<file path="config.mk">
export PLATFORM = sky130hd
export DESIGN_NAME = ssd_word_scanner
export DESIGN_NICKNAME = d
export VERILOG_FILES = /design/src/rtl/ssd_word_scanner.sv
export SDC_FILE = /design/constraint.sdc
export NUM_CORES = 1
export LEC_CHECK = 0
export BUFFER_PORTS_ARGS = -buffer_cell sky130_fd_sc_hd__clkbuf_2
export CORE_ASPECT_RATIO = 1.25
export CORE_MARGIN = 4
export CORE_UTILIZATION = 35
export DETAILED_ROUTE_END_ITERATION = 8
export GPL_ROUTABILITY_DRIVEN = 0
export PLACE_DENSITY_LB_ADDON = 0.3
export SKIP_CTS_REPAIR_TIMING = 1
export SYNTH_ARGS = -nofsm -noshare
export SYNTH_HDL_FRONTEND = slang
export SYNTH_SLANG_ARGS = --single-unit
</file>
<file path="constraint.sdc">
create_clock -name clk -period 10.9 [get_ports clk]
set_clock_uncertainty 0.2 [all_clocks]
set_input_delay 1.09 -clock clk [delete_from_list [all_inputs] [get_ports clk]]
set_output_delay 1.09 -clock clk [all_outputs]
set_load 0.03 [all_outputs]
</file>
<file path="src/rtl/ssd_word_scanner.sv">
// Multiplexed seven-segment scanner with double-buffered digit words,
// frame-synchronous commit, PWM brightness and per-digit blink.
module ssd_word_scanner #(
  parameter int NUM_DIGITS   = 4,
  parameter int SCAN_DIV     = 200000,
  parameter int BLINK_FRAMES = 125,
  localparam int IDXW        = $clog2(NUM_DIGITS)
) (
  input  logic                  clk,
  input  logic                  rst_n,
  input  logic                  wr_en,
  input  logic [IDXW-1:0]       wr_idx,
  input  logic [6:0]            wr_seg,
  input  logic                  commit,
  output logic                  commit_ack,
  input  logic [NUM_DIGITS-1:0] blink_mask,
  input  logic [2:0]            brightness,
  output logic [6:0]            cathodes,
  output logic [NUM_DIGITS-1:0] anodes,
  output logic                  frame_tick
);

  localparam int PRE_W = $clog2(SCAN_DIV);
  localparam int BLK_W = (BLINK_FRAMES > 1) ? $clog2(BLINK_FRAMES) : 1;
  localparam logic [PRE_W-1:0] PRE_MAX = PRE_W'(SCAN_DIV - 1);
  localparam logic [IDXW-1:0]  DIG_MAX = IDXW'(NUM_DIGITS - 1);
  localparam logic [BLK_W-1:0] BLK_MAX = BLK_W'(BLINK_FRAMES - 1);

  // Number of prescaler counts per slot during which the digit is driven.
  function automatic logic [31:0] on_limit(input logic [2:0] b);
    return ((32'(b) + 32'd1) * 32'(SCAN_DIV)) >> 3;
  endfunction

  logic [PRE_W-1:0]      pre_q, pre_d;
  logic [IDXW-1:0]       dig_q, dig_d;
  logic [BLK_W-1:0]      blink_cnt_q, blink_cnt_d;
  logic                  blink_phase_q, blink_phase_d;
  logic                  pending_q, pending_d;
  logic [6:0]            shadow_q [NUM_DIGITS];
  logic [6:0]            shadow_d [NUM_DIGITS];
  logic [6:0]            active_q [NUM_DIGITS];
  logic [6:0]            active_d [NUM_DIGITS];
  logic [NUM_DIGITS-1:0] anodes_q, anodes_d;
  logic [6:0]            cathodes_q, cathodes_d;
  logic                  ack_q, ack_d;
  logic                  tick_q, tick_d;

  logic slot_tick, frame_wrap, do_copy, blank;

  always_comb begin
    slot_tick     = (pre_q == PRE_MAX);
    frame_wrap    = slot_tick && (dig_q == DIG_MAX);
    do_copy       = frame_wrap && (pending_q || commit);

    pre_d         = slot_tick ? '0 : pre_q + PRE_W'(1);
    dig_d         = dig_q;
    if (slot_tick) dig_d = (dig_q == DIG_MAX) ? '0 : dig_q + IDXW'(1);

    pending_d     = pending_q;
    if (do_copy)     pending_d = 1'b0;
    else if (commit) pending_d = 1'b1;

    // Active takes the registered shadow, so a same-cycle write lands only in shadow.
    active_d      = active_q;
    if (do_copy) active_d = shadow_q;
    shadow_d      = shadow_q;
    if (wr_en && (32'(wr_idx) < NUM_DIGITS)) shadow_d[wr_idx] = wr_seg;

    blink_cnt_d   = blink_cnt_q;
    blink_phase_d = blink_phase_q;
    if (frame_wrap) begin
      if (blink_cnt_q == BLK_MAX) begin
        blink_cnt_d   = '0;
        blink_phase_d = ~blink_phase_q;
      end else begin
        blink_cnt_d   = blink_cnt_q + BLK_W'(1);
      end
    end

    blank = (32'(pre_q) >= on_limit(brightness)) ||
            (blink_phase_q && blink_mask[dig_q]);
    anodes_d   = '1;
    cathodes_d = 7'h7F;
    if (!blank) begin
      anodes_d[dig_q] = 1'b0;
      cathodes_d      = ~active_q[dig_q];
    end

    ack_d  = do_copy;
    tick_d = frame_wrap;
  end

  always_ff @(posedge clk) begin
    if (!rst_n) begin
      pre_q         <= '0;
      dig_q         <= '0;
      blink_cnt_q   <= '0;
      blink_phase_q <= 1'b0;
      pending_q     <= 1'b0;
      shadow_q      <= '{default: '0};
      active_q      <= '{default: '0};
      anodes_q      <= '1;
      cathodes_q    <= 7'h7F;
      ack_q         <= 1'b0;
      tick_q        <= 1'b0;
    end else begin
      pre_q         <= pre_d;
      dig_q         <= dig_d;
      blink_cnt_q   <= blink_cnt_d;
      blink_phase_q <= blink_phase_d;
      pending_q     <= pending_d;
      shadow_q      <= shadow_d;
      active_q      <= active_d;
      anodes_q      <= anodes_d;
      cathodes_q    <= cathodes_d;
      ack_q         <= ack_d;
      tick_q        <= tick_d;
    end
  end

  assign anodes     = anodes_q;
  assign cathodes   = cathodes_q;
  assign commit_ack = ack_q;
  assign frame_tick = tick_q;

endmodule

</file>
# Yosys cells after proc, flatten, opt, wreduce, memory -nomap -nowiden
# Cells that the tools add are included.
classes:
  n_addsub: 4
  n_mul: 1
  order_cmp: 6
  eq_ne: 3
  n_mux: 12
  n_bitwise: 6
  n_reduce_logical: 11
ops:
  columns: ["op", "n"]
  rows:
  - ["28-bit bitwise mux", 1]
  - ["7-bit two-way mux", 4]
  - ["18-bit by 19-bit greater-or-equal comparator with 1-bit output", 1]
  - ["18-bit by 1-bit adder with 18-bit output, second input constant", 1]
  - ["18-bit == test, second input constant", 1]
  - ["4-bit by 12-bit multiplier with 16-bit output, second input constant", 1]
  - ["7-bit binary-select mux with 2-bit select", 1]
  - ["7-bit demux with 2-bit select", 1]
  - ["7-bit by 1-bit adder with 7-bit output, second input constant", 1]
  - ["7-bit == test, second input constant", 1]
  - ["7-bit inverter", 1]
  - ["3-bit greater-or-equal comparator, second input constant", 2]
  - ["2-bit inverter with 3-bit output", 2]
  - ["2-bit OR reduction", 3]
  - ["1-bit logical AND", 5]
  - ["3-bit by 1-bit adder with 4-bit output, second input constant", 1]
  - ["4-bit inverter", 1]
  - ["2-bit by 3-bit < comparator with 1-bit output, second input constant", 1]
  - ["3-bit by 1-bit < comparator with 1-bit output, second input constant", 1]
  - ["2-bit by 1-bit adder with 2-bit output, second input constant", 1]
  - ["1-bit binary-select mux with 2-bit select", 1]
  - ["1-bit demux with 2-bit select", 1]
  - ["2-bit == test, second input constant", 1]
  - ["2-bit by 1-bit greater-or-equal comparator with 1-bit output, second input constant", 1]
  - ["other kinds (5)", 8]
totals:
  reg_bits: 98
  in_bits: 20
  out_inout_bits: 13
  wordCells: 60

# Longest topological paths before layout
# Gate-level depths: netlist (run 1).
depth:
  depth_word: 6
  depth_mapped: 18
  mapped_depth_nobuf: 17

# Worst setup path before layout (run 1)
# No wires, ideal clock.
synth_timing:
  kind: "input-to-reg"
  from: "input port brightness[0]"
  to: "register anodes_q[0] (netlist: anodes[0])"
  setup_ns: 0.135
  arrival_ns: 4.729
  required_ns: 10.565
  path_slack_ns: 5.836
  path_stages: 17
  n_path_buf: 1
  cell_sequence: "inv_1 > ha_1 > ha_1 > ha_1 > ha_1 > and3b_1 > o311ai_0 > nand3b_1 > a21oi_1 > xnor2_1 > ha_1 > a211oi_1 > a21boi_0 > nand2_1 > o221ai_1 > buf_2 > nand4_1"
synth_via:
  elab_chain_len: 5
synth_lines:
  columns: ["item", "line", "text"]
  rows:
  - ["from (decl)", "17", "input logic [2:0] brightness,"]
  - ["3-bit by 1-bit adder with 4-bit output", "31", "return ((32'(b) + 32'd1) * 32'(SCAN_DIV)) >> 3;"]
  - ["4-bit by 12-bit multiplier with 16-bit output", "31", null]
  - ["18-bit by 19-bit greater-or-equal comparator with 1-bit output", "80", "blank = (32'(pre_q) >= on_limit(brightness)) ||"]
  - ["1-bit logical OR", "80", null]
  - ["2-bit OR reduction (no line)", null, null]
  - ["to (signal assigned)", "114", "anodes_q <= anodes_d;"]
  - ["to (decl)", "43", "logic [NUM_DIGITS-1:0] anodes_q, anodes_d;"]
# No other way between the ends.
# A chain may end at the register's enable or synchronous reset.

# Final worst setup path (run 1)
layout_timing:
  from: "input port brightness[0]"
  to: "register cathodes_q[1] (netlist: cathodes[1])"
layout_via:
  elab_chain_len: 5
layout_lines:
  columns: ["item", "line", "text"]
  rows:
  - ["3-bit by 1-bit adder with 4-bit output", "31", null]
  - ["4-bit by 12-bit multiplier with 16-bit output", "31", null]
  - ["18-bit by 19-bit greater-or-equal comparator with 1-bit output", "80", null]
  - ["1-bit logical OR", "80", null]
  - ["2-bit OR reduction (no line)", null, null]
  - ["to (signal assigned)", "115", "cathodes_q <= cathodes_d;"]
  - ["to (decl)", "44", "logic [6:0] cathodes_q, cathodes_d;"]
# No other way between the ends.

==> results of run 1 <==
[state kept, by name (all words and copies together), names as in the netlist]
register,flops
frame_tick,1
pre_q,18
active_q,28
blink_phase_q,1
cathodes,7
dig_q,2
anodes,4
pending_q,1
blink_cnt_q,7
commit_ack,1
shadow_q,28
[Yosys cell counts (7+ instances only)]
cell type | n | area [um2]
a22o_1 | 28 | 245
mux4_2 | 8 | 180
ha_1 | 41 | 513
a21oi_1 | 12 | 60.1
xor2_1 | 13 | 114
and3_1 | 9 | 56.3
mux2i_1 | 29 | 290
nand2_1 | 18 | 67.6
nand3_1 | 12 | 60.1
xnor2_1 | 18 | 158
clkbuf_1 | 7 | 26.3
dfxtp_1 | 98 | 1960
inv_1 | 15 | 56.3
nand4_1 | 18 | 113
nor2_1 | 57 | 214
[worst max-delay path by stage]
stage,to,slack (ns),cells after the start
floorplan,anodes[0],5.84,17
CTS,cathodes[1],5.17,17
detailed placement,cathodes[1],4.81,17
global placement,anodes[3],5.06,17
finish,cathodes[1],5.19,17
global route,cathodes[6],4.71,17
[logic make-up (layout without fill, tap and decap cells)]
group	count (synthesis)	count (layout)	share of synthesized area (%)
simple gates	152	152	17.2
flops	98	98	41.7
compound gates	70	70	11.1
fa+ha+maj	41	41	10.9
mux	37	37	9.99
buf+inv	35	66	3.48
xor+xnor	31	31	5.77
[cells in the final DEF, fill, tap and decap left out, types with 4 or more instances in the layout]
| cell | netlist | routed |
|---|---|---|
| mux4_2 | 8 | 8 |
| nand4_1 | 18 | 18 |
| nor2b_1 | 5 | 5 |
| a211oi_1 | 4 | 4 |
| nor2_1 | 57 | 57 |
| ha_1 | 41 | 41 |
| a22o_1 | 28 | 28 |
| inv_1 | 15 | 15 |
| a21oi_1 | 12 | 12 |
| or3_1 | 4 | 4 |
| clkbuf_2 | 0 | 32 |
| o21ai_0 | 5 | 5 |
| nand2_1 | 18 | 18 |
| nand3_1 | 12 | 12 |
| dfxtp_1 | 98 | 98 |
| and3_1 | 9 | 9 |
| xor2_1 | 13 | 13 |
| nor4_1 | 4 | 4 |
| clkbuf_16 | 0 | 9 |
| xnor2_1 | 18 | 18 |
| mux2i_1 | 29 | 29 |
[final cells by class]
class                   count  area, um2
well taps                 171        214
clock buffers              10        239
flip-flops and latches     98       1960
inverters                  16       60.1
multi-input cells         331       2580
fillers                  1307       7950
repair buffers             34        175
clock inverters             6       48.8
[power by group through the flow]
| stage | combinational, mW | clock (mW) | sequential, mW |
|---|---|---|---|
| after floorplan | 0.0546 | 0 | 0.373 |
| after global placement | 0.0730 | 0 | 0.374 |
| after detailed placement | 0.0750 | 0 | 0.374 |
| after CTS | 0.0756 | 0.311 | 0.366 |
| after global routing | 0.0846 | 0.324 | 0.366 |
| final | 0.0752 | 0.302 | 0.366 |
[worst max-delay path, delay by kind of cell]
family          cells  cell delay, ns
compound gates      5            1.74
simple gates        4            0.69
fa+ha+maj           5            1.64
xor+xnor            1            0.15
buf+inv             2            0.37
[layer usage]
layer,share of wire (%),global-route usage [%]
met2,49,24.0
met1,45,16.3
met3,3.2,3.30
met5,0,0
met4,3.0,5.81
[through the flow]
stage	area [um2]	cells
after floorplan	4710	464
after global placement	4990	650
after detailed placement	4990	650
after CTS	5280	666
after global routing	5280	666
final	5280	666
==> results.json, run 1 <==
{
  "drtPass1Iterations": 4,
  "start_util_pct": 35.6,
  "htree_levels": 3,
  "rr_worst_depth": 4,
  "wirelength_um": 10200,
  "rsz0062_at_grt": "false",
  "seqPwrFrac_pct": 49.2,
  "max_slew_margin_pct": 30.2,
  "areaGrowthSynthToFinish_pct": 12.2,
  "ant_nets": 0,
  "start_kind": "input pin",
  "ys_ff_latch": 98,
  "drive_gt1_share_pct": 12.7,
  "maxCapViolCount": 0,
  "power_density_mw_per_mm2": 141,
  "p_leak_nw": 2.22,
  "hold_depth": 1,
  "yosysWarningCount": 0,
  "timing.fmax_ghz": 0.175,
  "drv_slew": 0,
  "fin_ws_ns": 5.19,
  "clock_latency_ns": 0.34,
  "ys_types": 55,
  "dr.first_iter.drc_count": 136,
  "cts.sinks": 98,
  "synthFlopType": "dfxtp_1",
  "antenna_cells": 0,
  "r2r_end": "active_q[11]",
  "grt_pass1_vias": 3462,
  "dieArea_mm2": 0.0154,
  "fin_nets": 551,
  "tns_ns": 0,
  "crit_top_cell": "ha_1",
  "cp-startpoint": "brightness[0]",
  "fin_util_pct": 39.9,
  "status": "complete, no violations",
  "io_buffers": 32,
  "fp.coreArea_mm2": 0.0132,
  "cp.required_ns": 10.87,
  "syn-cell-area_mm2": 0.00471,
  "grt_pass1_wl_um": 17000,
  "drcViolationCount": 0,
  "clk_pin_slew_ns": 0.06,
  "die_x_um": 112,
  "worstSetupPathType": "input pin to flop",
  "pre_cts_ws_ns": 4.81,
  "critPathMaxStageDelay_ns": 0.64,
  "grt_max_degree": 36,
  "netSwitchingFraction_pct": 25.0,
  "pwr-share-clk_pct": 40.6,
  "pwr-share-comb_pct": 10.1,
  "clockRootBuffer": "clkbuf_16",
  "min_period_ns": 5.71,
  "peakVddDrop_uv": 78.0,
  "crit_path_end_kind": "flop",
  "min-delay-start": "pre_q[0]",
  "cts_tree": "done",
  "syn_avg_cell_area_um2": 10.1,
  "track_usage_pct": 13.8,
  "postSynthCellCount": 464,
  "p_switching_mw": 0.186,
  "path_cells": "clkbuf_2 > inv_1 > ha_1 > ha_1 > ha_1 > ha_1 > and3b_1 > o311ai_0 > nand3b_1 > a21oi_1 > xnor2_1 > ha_1 > a211oi_1 > a21boi_0 > nand2_1 > o221ai_1 > nand4_1",
  "finalPower_mw": 0.742,
  "holdCritPathClass": "flop to flop",
  "path_max_fanout": 11,
  "fin_crit_sh_pct": 52.3,
  "via_count": 3467,
  "viasPerCell": 5.21,
  "wl_per_cell_um": 15.3,
  "cts_max_path_buffers": 2,
  "arrival_ns": 5.67,
  "worst_pin_slew_ns": 1.05,
  "synth.net_count": 525,
  "rows": 47,
  "die_y_um": 138,
  "p_int_mw": 0.557,
  "hpwlAfterDp_um": 7530,
  "cts_buffers": 9,
  "hold_slack_ns": 0.256,
  "hold_violations": 0,
  "ys_seq_area_share_pct": 41.7,
  "crit_path_top_delay_cell": "o221ai_1",
  "synth_edf_count": 0,
  "setup_viol": 0,
  "hold_end": "pre_q[0]",
  "ios": 33,
  "grt-ovfl-total": 0,
  "antenna_found_initial": 0,
  "timing.rr.start": "dig_q[0]",
  "synthArstFlopShare_pct": 0,
  "r2r_setup_slack_ns": 8.13
}
Note: power is estimated with default switching activity, not from simulation.
==> run 2, diff against run 1 <==
ABC_AREA = 1   (was unset)
clock period = 5.8 ns   (was 10.9 ns; I/O delays follow)
==> run 2 against run 1 <==
Compared with the run above: register-to-register slack worse by 5.3 ns; area after synthesis is 7.0% higher; highest routed layer unchanged; first-iteration DRC count is 60% higher; via count is 22% higher; largest cell class unchanged; combinational power is 82% higher; die area is 6.6% higher; flip-flop and latch count stayed put; cell count is 33% higher; hold slack worse by 0.0080 ns; utilization is 0.21 points higher; global-route usage is 0.80 points higher.
==> results.json, run 2 <==
{
  "clockRootBuffer": "clkbuf_16",
  "fin_util_pct": 40.1,
  "synth_top_cell_by_area": "dfxtp_1",
  "met1_length_um": 4940,
  "hold_violations": 0,
  "timing.fmax_ghz": 0.206,
  "top_regs": "active_q (28), shadow_q (28), pre_q (18)",
  "synthFlopType": "dfxtp_1",
  "setup_viol": 0,
  "start_kind": "input pin",
  "rows": 48,
  "maxCapViolCount": 0,
  "grt-ovfl-total": 0,
  "peakVddDrop_uv": 168,
  "finalNonFillerCells": 889,
  "synthArstFlopShare_pct": 0,
  "worstSetupPathType": "input pin to flop",
  "holdCritPathClass": "flop to flop",
  "antenna_cells": 0,
  "io_buffers": 32,
  "arrival_ns": 4.83,
  "multi_input_area_mm2": 0.00269,
  "cts_buffers": 9,
  "ios": 33,
  "htree_levels": 3,
  "antenna_found_initial": 0,
  "synth_edf_count": 0,
  "dr_wl_met3_um": 439,
  "hpwlAfterDp_um": 8440,
  "cts_max_path_buffers": 2,
  "drv_slew": 0,
  "fp.coreArea_mm2": 0.0140,
  "grt_pass1_wl_um": 19500,
  "grt_max_degree": 64,
  "start_util_pct": 36.0,
  "crit_path_end_kind": "flop",
  "die_x_um": 115,
  "fin_nets": 770,
  "cts_tree": "done",
  "viasPerCell": 4.77,
  "clk_pin_slew_ns": 0.07,
  "final_cell_mix": "nand2_1 (154), dfxtp_1 (98), inv_1 (72)",
  "syn-cell-area_mm2": 0.00504,
  "final_common_cell": "nand2_1",
  "rsz0062_at_grt": "false",
  "post-synth-top-count-cell": "nand2_1",
  "p_leak_nw": 2.53,
  "dr.first_iter.drc_count": 217,
  "die_y_um": 142,
  "synth_top_area_share_pct": 38.9,
  "syn_avg_cell_area_um2": 7.37,
  "wl_met2_um": 5650,
  "top_layer": "met4",
  "seqCellArea_mm2": 0.00196,
  "wl_per_cell_um": 12.7,
  "path_max_fanout": 11,
  "synth_commonest_cells": "nand2_1 (154), dfxtp_1 (98), inv_1 (72), nor2_1 (71), nand3_1 (65)",
  "via_count": 4238,
  "drtPass1Iterations": 4,
  "fin_crit_sh_pct": 83.5,
  "postSynthCellCount": 684,
  "final_area_mm2": 0.00562,
  "drive_gt1_share_pct": 9.94,
  "dpl_cell_area_mm2": 0.00533,
  "synth.net_count": 745,
  "grt_pass1_vias": 4170,
  "cp.required_ns": 5.78,
  "power_density_mw_per_mm2": 251,
  "clock_latency_ns": 0.34,
  "tns_ns": 0,
  "max_slew_margin_pct": 54.2,
  "worst_pin_slew_ns": 0.684,
  "min_period_ns": 4.84,
  "status": "complete, no violations",
  "dieArea_mm2": 0.0164,
  "ant_nets": 0,
  "areaGrowthSynthToFinish_pct": 11.4,
  "ys_types": 41,
  "wirelength_um": 11300,
  "fillers": 1503,
  "drcViolationCount": 0,
  "ys_ff_latch": 98,
  "synth_area_leaders": "dfxtp_1 (39%), nand2_1 (11%), ha_1 (10%)",
  "dp.cells": 873,
  "cts.sinks": 98,
  "yosysWarningCount": 0,
  "ys_seq_area_share_pct": 38.9,
  "track_usage_pct": 14.6
}
-- run 2: report_power, final --
group / internal (mW) / total (mW) / switching (mW) / leakage (nW)
clock network: 0.303 / 0.579 / 0.276 / 0.141
logic: 0.0495 / 0.137 / 0.0875 / 1.60
registers: 0.685 / 0.692 / 0.00742 / 0.794
total: 1.04 / 1.41 / 0.371 / 2.53
-- run 2: worst max-delay path, stage by stage --
cell and delay, ns:
clkbuf_2 0.14, inv_1 0.17, nor3_1 0.45, ha_1 0.33, ha_1 0.28, ha_1 0.34
nand2_1 0.08, nand2_1 0.05, a21oi_1 0.19, nor2_1 0.08, or2_2 0.30, nand2_1 0.10
o21ai_0 0.10, xor2_1 0.20, ha_1 0.26, nand2_1 0.06, inv_1 0.05, a221o_1 0.28
nand2_1 0.07, nand2_1 0.05, nor2_1 0.54, nand3_1 0.14
-- run 2: stage by stage --
stage | total power [mW] | hold slack, ns | setup WS (ns)
after CTS | 1.43 | 0.248 | 0.920
after global routing | 1.48 | 0.270 | 0.351
after detailed placement | 0.845 | 0.232 | 0.571
after floorplan | 0.808 | 0.214 | 1.44
final | 1.41 | 0.248 | 0.957
after global placement | 0.844 | 0.227 | 0.719
-- run 2: kinds of logic (layout without fill, tap and decap cells) --
family / after synthesis / after routing / share of synthesized area [%]
buf+inv: 96 / 126 / 7.80
flops: 98 / 98 / 38.9
simple gates: 333 / 333 / 30.0
fa+ha+maj: 41 / 41 / 10.2
xor+xnor: 14 / 14 / 2.43
compound gates: 102 / 102 / 10.6
-- run 2: final timing paths --
| kind | from | end | slack (ns) | cells after the start |
|---|---|---|---|---|
| max reg2reg | dig_q[0] | anodes[0] | 2.85 | 9 |
| max | brightness[0] | anodes[0] | 0.96 | 22 |
| min | shadow_q[15] | shadow_q[15] | 0.25 | 2 |
| min reg2reg | shadow_q[15] | shadow_q[15] | 0.25 | 2 |
-- run 2: per-layer routing --
metal	global-route usage, %	vias to the layer above
met5	0	-
met4	5.87	0
met3	2.76	25
met2	26.0	66
met1	17.1	1865
li1	-	2282
-- run 2: area by class of cell --
cell class	count	share of cell area, %
clock buffers	9	4.01
clock inverters	7	1.16
inverters	76	5.08
multi-input cells	490	47.8
flip-flops and latches	98	34.9
well taps	175	3.90
repair buffers	34	3.12
